[config.mk]
export PLATFORM = sky130hd
export DESIGN_NAME = vector_issue_seq
export DESIGN_NICKNAME = d
export VERILOG_FILES = /design/src/rtl/vfu_pkg.sv /design/src/rtl/vfu_beat_tracker.sv /design/src/rtl/vector_issue_seq.sv
export SDC_FILE = /design/constraint.sdc
export NUM_CORES = 1
export LEC_CHECK = 0
export CORE_AREA = 5 5 129 131
export DETAILED_ROUTE_END_ITERATION = 7
export DIE_AREA = 0 0 134 136
export HOLD_SLACK_MARGIN = 0.15
export PLACE_DENSITY = 0.62
export SLEW_MARGIN = 20
export SYNTH_ARGS = -nofsm -noshare
export SYNTH_HDL_FRONTEND = slang
export SYNTH_SLANG_ARGS = --single-unit
[constraint.sdc]
create_clock -name clk -period 2.8 [get_ports clk]
set_input_delay 0.42 -clock clk [delete_from_list [all_inputs] [get_ports clk]]
set_output_delay 0.42 -clock clk [all_outputs]
set_load 0.05 [all_outputs]
[src/rtl/vfu_pkg.sv]
// Shared types and widths for the vector functional-unit issue logic.
package vfu_pkg;

    localparam int ELEN = 32;
    localparam int REGW = 5;

    typedef enum logic {
        OP_ADD = 1'b0,
        OP_MUL = 1'b1
    } op_e;

    typedef enum logic [1:0] {
        ST_IDLE  = 2'd0,
        ST_ISSUE = 2'd1,
        ST_DRAIN = 2'd2
    } state_e;

endpackage

[src/rtl/vfu_beat_tracker.sv]
// Delay line carrying beat valid/last/idx/mask from the read cycle to the write cycle.
// Stage 0 lines up with returning read data, the final stage with the FU result.
module vfu_beat_tracker #(
    parameter int DEPTH = 2,
    parameter int LANES = 1,
    parameter int IDXW  = 6
) (
    input  logic             clk,
    input  logic             rst,
    input  logic             in_valid,
    input  logic             in_last,
    input  logic [IDXW-1:0]  in_idx,
    input  logic [LANES-1:0] in_mask,
    output logic             op_valid,
    output logic [LANES-1:0] op_mask,
    output logic             out_valid,
    output logic             out_last,
    output logic [IDXW-1:0]  out_idx,
    output logic [LANES-1:0] out_mask
);

    logic [DEPTH-1:0]            valid_reg;
    logic [DEPTH-1:0]            last_reg;
    logic [DEPTH-1:0][IDXW-1:0]  idx_reg;
    logic [DEPTH-1:0][LANES-1:0] mask_reg;

    always_ff @(posedge clk) begin
        if (rst) begin
            valid_reg <= '0;
            last_reg  <= '0;
            idx_reg   <= '0;
            mask_reg  <= '0;
        end else begin
            valid_reg[0] <= in_valid;
            last_reg[0]  <= in_valid && in_last;
            idx_reg[0]   <= in_idx;
            mask_reg[0]  <= in_valid ? in_mask : '0;
            for (int i = 1; i < DEPTH; i++) begin
                valid_reg[i] <= valid_reg[i-1];
                last_reg[i]  <= last_reg[i-1];
                idx_reg[i]   <= idx_reg[i-1];
                mask_reg[i]  <= mask_reg[i-1];
            end
        end
    end

    assign op_valid  = valid_reg[0];
    assign op_mask   = mask_reg[0];
    assign out_valid = valid_reg[DEPTH-1];
    assign out_last  = last_reg[DEPTH-1];
    assign out_idx   = idx_reg[DEPTH-1];
    assign out_mask  = mask_reg[DEPTH-1];

endmodule

[src/rtl/vector_issue_seq.sv]
// Sequences one vector add/mul command into register-file read beats, FU operands
// and delayed write-back beats; one command in flight at a time.
module vector_issue_seq
    import vfu_pkg::*;
#(
    parameter int LANES  = 1,
    parameter int FU_LAT = 1,
    parameter int VLMAX  = 32,
    localparam int VLW   = $clog2(VLMAX) + 1
) (
    input  logic                       clk,
    input  logic                       rst,
    input  logic                       cmd_valid,
    output logic                       cmd_ready,
    input  logic                       cmd_op,
    input  logic [VLW-1:0]             cmd_vl,
    input  logic [REGW-1:0]            cmd_vs1,
    input  logic [REGW-1:0]            cmd_vs2,
    input  logic [REGW-1:0]            cmd_vd,
    output logic                       rf_rd_en,
    output logic [REGW-1:0]            rf_rd_vs1,
    output logic [REGW-1:0]            rf_rd_vs2,
    output logic [VLW-1:0]             rf_rd_idx,
    input  logic [LANES-1:0][ELEN-1:0] rf_rd_data1,
    input  logic [LANES-1:0][ELEN-1:0] rf_rd_data2,
    output logic [LANES-1:0][ELEN-1:0] fu_add_a,
    output logic [LANES-1:0][ELEN-1:0] fu_add_b,
    input  logic [LANES-1:0][ELEN-1:0] fu_add_c,
    output logic [LANES-1:0][ELEN-1:0] fu_mul_a,
    output logic [LANES-1:0][ELEN-1:0] fu_mul_b,
    input  logic [LANES-1:0][ELEN-1:0] fu_mul_c,
    output logic                       rf_wr_en,
    output logic [REGW-1:0]            rf_wr_vd,
    output logic [VLW-1:0]             rf_wr_idx,
    output logic [LANES-1:0]           rf_wr_mask,
    output logic [LANES-1:0][ELEN-1:0] rf_wr_data,
    output logic                       done
);

    state_e          state_reg;
    op_e             op_reg;
    logic [VLW-1:0]  vl_reg;
    logic [REGW-1:0] vs1_reg, vs2_reg, vd_reg;
    logic            rd_en_reg;
    logic [VLW-1:0]  rd_idx_reg;
    logic            zero_done_reg;

    logic [VLW-1:0]   vl_in;
    logic             accept;
    logic             last_beat;
    logic [LANES-1:0] rd_mask;
    logic             op_valid, out_valid, out_last;
    logic [LANES-1:0] op_mask, out_mask;
    logic [VLW-1:0]   out_idx;

    assign cmd_ready = (state_reg == ST_IDLE);
    assign accept    = cmd_valid && cmd_ready;
    assign vl_in     = (cmd_vl > VLW'(VLMAX)) ? VLW'(VLMAX) : cmd_vl;

    // One extra bit so idx+LANES cannot wrap when compared against vl.
    assign last_beat = ({1'b0, rd_idx_reg} + (VLW+1)'(LANES)) >= {1'b0, vl_reg};

    always_ff @(posedge clk) begin
        if (rst) begin
            state_reg     <= ST_IDLE;
            op_reg        <= OP_ADD;
            vl_reg        <= '0;
            vs1_reg       <= '0;
            vs2_reg       <= '0;
            vd_reg        <= '0;
            rd_en_reg     <= 1'b0;
            rd_idx_reg    <= '0;
            zero_done_reg <= 1'b0;
        end else begin
            zero_done_reg <= 1'b0;
            unique case (state_reg)
                ST_IDLE: begin
                    if (accept) begin
                        op_reg     <= op_e'(cmd_op);
                        vl_reg     <= vl_in;
                        vs1_reg    <= cmd_vs1;
                        vs2_reg    <= cmd_vs2;
                        vd_reg     <= cmd_vd;
                        rd_idx_reg <= '0;
                        if (vl_in == '0) begin
                            zero_done_reg <= 1'b1;
                        end else begin
                            state_reg <= ST_ISSUE;
                            rd_en_reg <= 1'b1;
                        end
                    end
                end
                ST_ISSUE: begin
                    if (last_beat) begin
                        rd_en_reg <= 1'b0;
                        state_reg <= ST_DRAIN;
                    end else begin
                        rd_idx_reg <= rd_idx_reg + VLW'(LANES);
                    end
                end
                ST_DRAIN: begin
                    if (out_valid && out_last) begin
                        state_reg <= ST_IDLE;
                    end
                end
                default: state_reg <= ST_IDLE;
            endcase
        end
    end

    vfu_beat_tracker #(
        .DEPTH (1 + FU_LAT),
        .LANES (LANES),
        .IDXW  (VLW)
    ) u_tracker (
        .clk       (clk),
        .rst       (rst),
        .in_valid  (rd_en_reg),
        .in_last   (last_beat),
        .in_idx    (rd_idx_reg),
        .in_mask   (rd_mask),
        .op_valid  (op_valid),
        .op_mask   (op_mask),
        .out_valid (out_valid),
        .out_last  (out_last),
        .out_idx   (out_idx),
        .out_mask  (out_mask)
    );

    for (genvar gi = 0; gi < LANES; gi++) begin : g_lane
        logic lane_on;
        assign rd_mask[gi]    = ({1'b0, rd_idx_reg} + (VLW+1)'(gi)) < {1'b0, vl_reg};
        assign lane_on        = op_valid && op_mask[gi];
        assign fu_add_a[gi]   = (lane_on && op_reg == OP_ADD) ? rf_rd_data1[gi] : '0;
        assign fu_add_b[gi]   = (lane_on && op_reg == OP_ADD) ? rf_rd_data2[gi] : '0;
        assign fu_mul_a[gi]   = (lane_on && op_reg == OP_MUL) ? rf_rd_data1[gi] : '0;
        assign fu_mul_b[gi]   = (lane_on && op_reg == OP_MUL) ? rf_rd_data2[gi] : '0;
        assign rf_wr_data[gi] = (op_reg == OP_MUL) ? fu_mul_c[gi] : fu_add_c[gi];
    end

    assign rf_rd_en   = rd_en_reg;
    assign rf_rd_vs1  = vs1_reg;
    assign rf_rd_vs2  = vs2_reg;
    assign rf_rd_idx  = rd_idx_reg;
    assign rf_wr_en   = out_valid;
    assign rf_wr_vd   = vd_reg;
    assign rf_wr_idx  = out_idx;
    assign rf_wr_mask = out_valid ? out_mask : '0;
    assign done       = (out_valid && out_last) || zero_done_reg;

endmodule

==> metrics.yaml <==
floorplanning:
  die_x_um: 134
  ios: 345
  die_area_mm2: 0.0182
  core_area_mm2: 0.0155
  initial_core_util: 0.217
  die_h_um: 136
  rows: 46
sta:
  fin_skew_ns: 0.00562
  worst_pin_slew_ns: 0.608
  timing.hold.ws_ns: 0.447
  slew_headroom: 0.595
  setup-tns-final_ns: 0
  slew_violations: 0
  setup_violations: 0
  rsz0062_at_grt: "false"
  final_hold_viol_count: 0
  min_period_ns: 2.59
  period_share: 0.924
  fmax_mhz: 387
global_route:
  track_usage: 0.216
  antenna_found_initial: 5
  grt_pass1_vias: 4379
  grt_pass1_wl_um: 29100
  grt_overflow: 0
  grt_max_degree: 65
clock_network:
  hold_buffers: 0
  cts.sinks: 50
  cts_tree: "yes"
  clk_path_buf_depth: 2
  clkTransAtPathRegs_ns: 0.07
  cts-buffers-inserted: 5
  postCtsSetupBuffers: 0
  cts_max_level: 2
  cts_resized: 0
  cts_root_buf: "clkbuf_16"
  clkLatencyLatePin_ns: 0.29
pwr:
  total_leakage_power_nw: 3.32
  irDropWorstVdd_mv: 0.264
  powerDensity_mw_per_mm2: 273
final_layout:
  layout-drive-gt1-share: 0.270
  syn_to_final_growth_pct: 149
  layout_common_cells: "clkdlybuf4s50_1 (197), and2_1 (130), buf_12 (129)"
  layout_commonest_cell: "clkdlybuf4s50_1"
  nNetsFinal: 914
min_path:
  hold_path.class: "reg2reg"
setup_path:
  cp-end-kind: "output pin"
  crit_required_ns: 2.38
  cp_max_fo: 22
  worstSetupStartpointType: "register"
  crit_type: "reg2out"
  cp.arrival_ns: 2.17
drt:
  vias: 4210
  drc_errors: 0
  first_pass_iters: 5
  ant_nets: 0
  drt_wl_total_um: 21000
  drtIter0Drc: 256
  wire_per_inst_um: 22.3
  vias_per_cell: 4.47
logic_synthesis:
  synth_nets: 588
  ys_types: 37
  ys_warn_count: 0
  synth_edf_count: 0
  async_flop_share: 0
  synth_area_mm2: 0.00336
  syn_avg_cell_area_um2: 7.97
  syn_inst: 422
  ys_seq_area_frac: 0.298
  synth_ff_type: "dfxtp_1"
  synth-seq-cells: 50
placement:
  hpwl_um: 18300
  io_buffers: 344
  gp_congestion: 0.881
run:
  cap_violations: 0
status:
  status: "completed"
## metrics by stage
| step | instances | area [µm²] | total power, mW | worst slack, ns | utilization |
|---|---|---|---|---|---|
| floorplan | 422 | 3360 | 1.22 | 0.229 | - |
| global placement | 933 | 8220 | 1.67 | 0.442 | 0.531 |
| detailed placement | 933 | 8220 | 1.68 | 0.377 | 0.531 |
| CTS | 941 | 8370 | 2.31 | 0.195 | 0.541 |
| global route | 941 | 8370 | 2.40 | 0.112 | 0.541 |
| finish | 942 | 8370 | 2.29 | 0.214 | 0.541 |
## power by group
part           switching, mW  internal, mW
Clock                  0.284         0.341
Combinational          0.486         0.396
Sequential            0.0346         0.746
## path summary, 6_finish.rpt
kind / start / to / slack, ns / depth (start not counted)
worst max-delay path: op_reg / rf_wr_data[20] / 0.21 / 2
worst min-delay path: u_tracker.idx_reg[4] / u_tracker.out_idx[4] / 0.45 / 1
worst max register to register: rf_rd_idx[0] / rf_rd_idx[2] / 0.30 / 9
worst min register to register: u_tracker.idx_reg[4] / u_tracker.out_idx[4] / 0.45 / 1
## critical path, cell delays in order (launching register included)
cell and delay, ns:
dfxtp_2 0.72, mux2_2 0.44, clkdlybuf4s50_1 0.71
## cells in the mapped netlist, types with 3 or more instances
cell type,instances,area (µm²)
nand3_1,5,25.0
ha_1,13,163
o211ai_1,5,37.5
inv_1,8,30.0
mux2_2,32,360
a21oi_1,28,140
nand3b_1,8,60.1
clkbuf_1,21,78.8
o21ai_0,3,15.0
buf_1,4,15.0
nand2b_1,5,31.3
and2_1,130,813
nor2_1,10,37.5
nand2_1,50,188
dfxtp_1,50,1000
nor2b_1,16,100
buf_2,4,20.0
buf_4,6,45.0
## metal layers
metal / wire [µm] / part of all wire / global-route usage
met5: 52 / 0.0025 / 0
met1: 8300 / 0.40 / 0.259
met3: 2510 / 0.12 / 0.101
met2: 9870 / 0.47 / 0.362
met4: 253 / 0.012 / 0.0343
## final cells by class
class	instances	area, µm²
Fill cell	1354	7110
Timing Repair Buffer	354	4760
Multi-Input combinational cell	329	2180
Sequential cell	50	1000
Tap cell	192	240
Clock buffer	5	125
Inverter	8	30.0
Clock inverter	3	28.8
Antenna cell	1	2.50
## kinds of logic (layout without fill, tap and decap cells)
kind of cell	Yosys count	count (layout)	synth area share
other	0	1	0
XOR/XNOR	4	4	0.0104
AO/OA/AOI/OAI	48	48	0.0885
multiplexers	33	33	0.110
buffers and inverters	43	370	0.0562
AND/OR/NAND/NOR	231	231	0.389
flip-flops	50	50	0.298
adder cells (fa/ha/maj)	13	13	0.0484
Power figures use the tool's default switching activity.
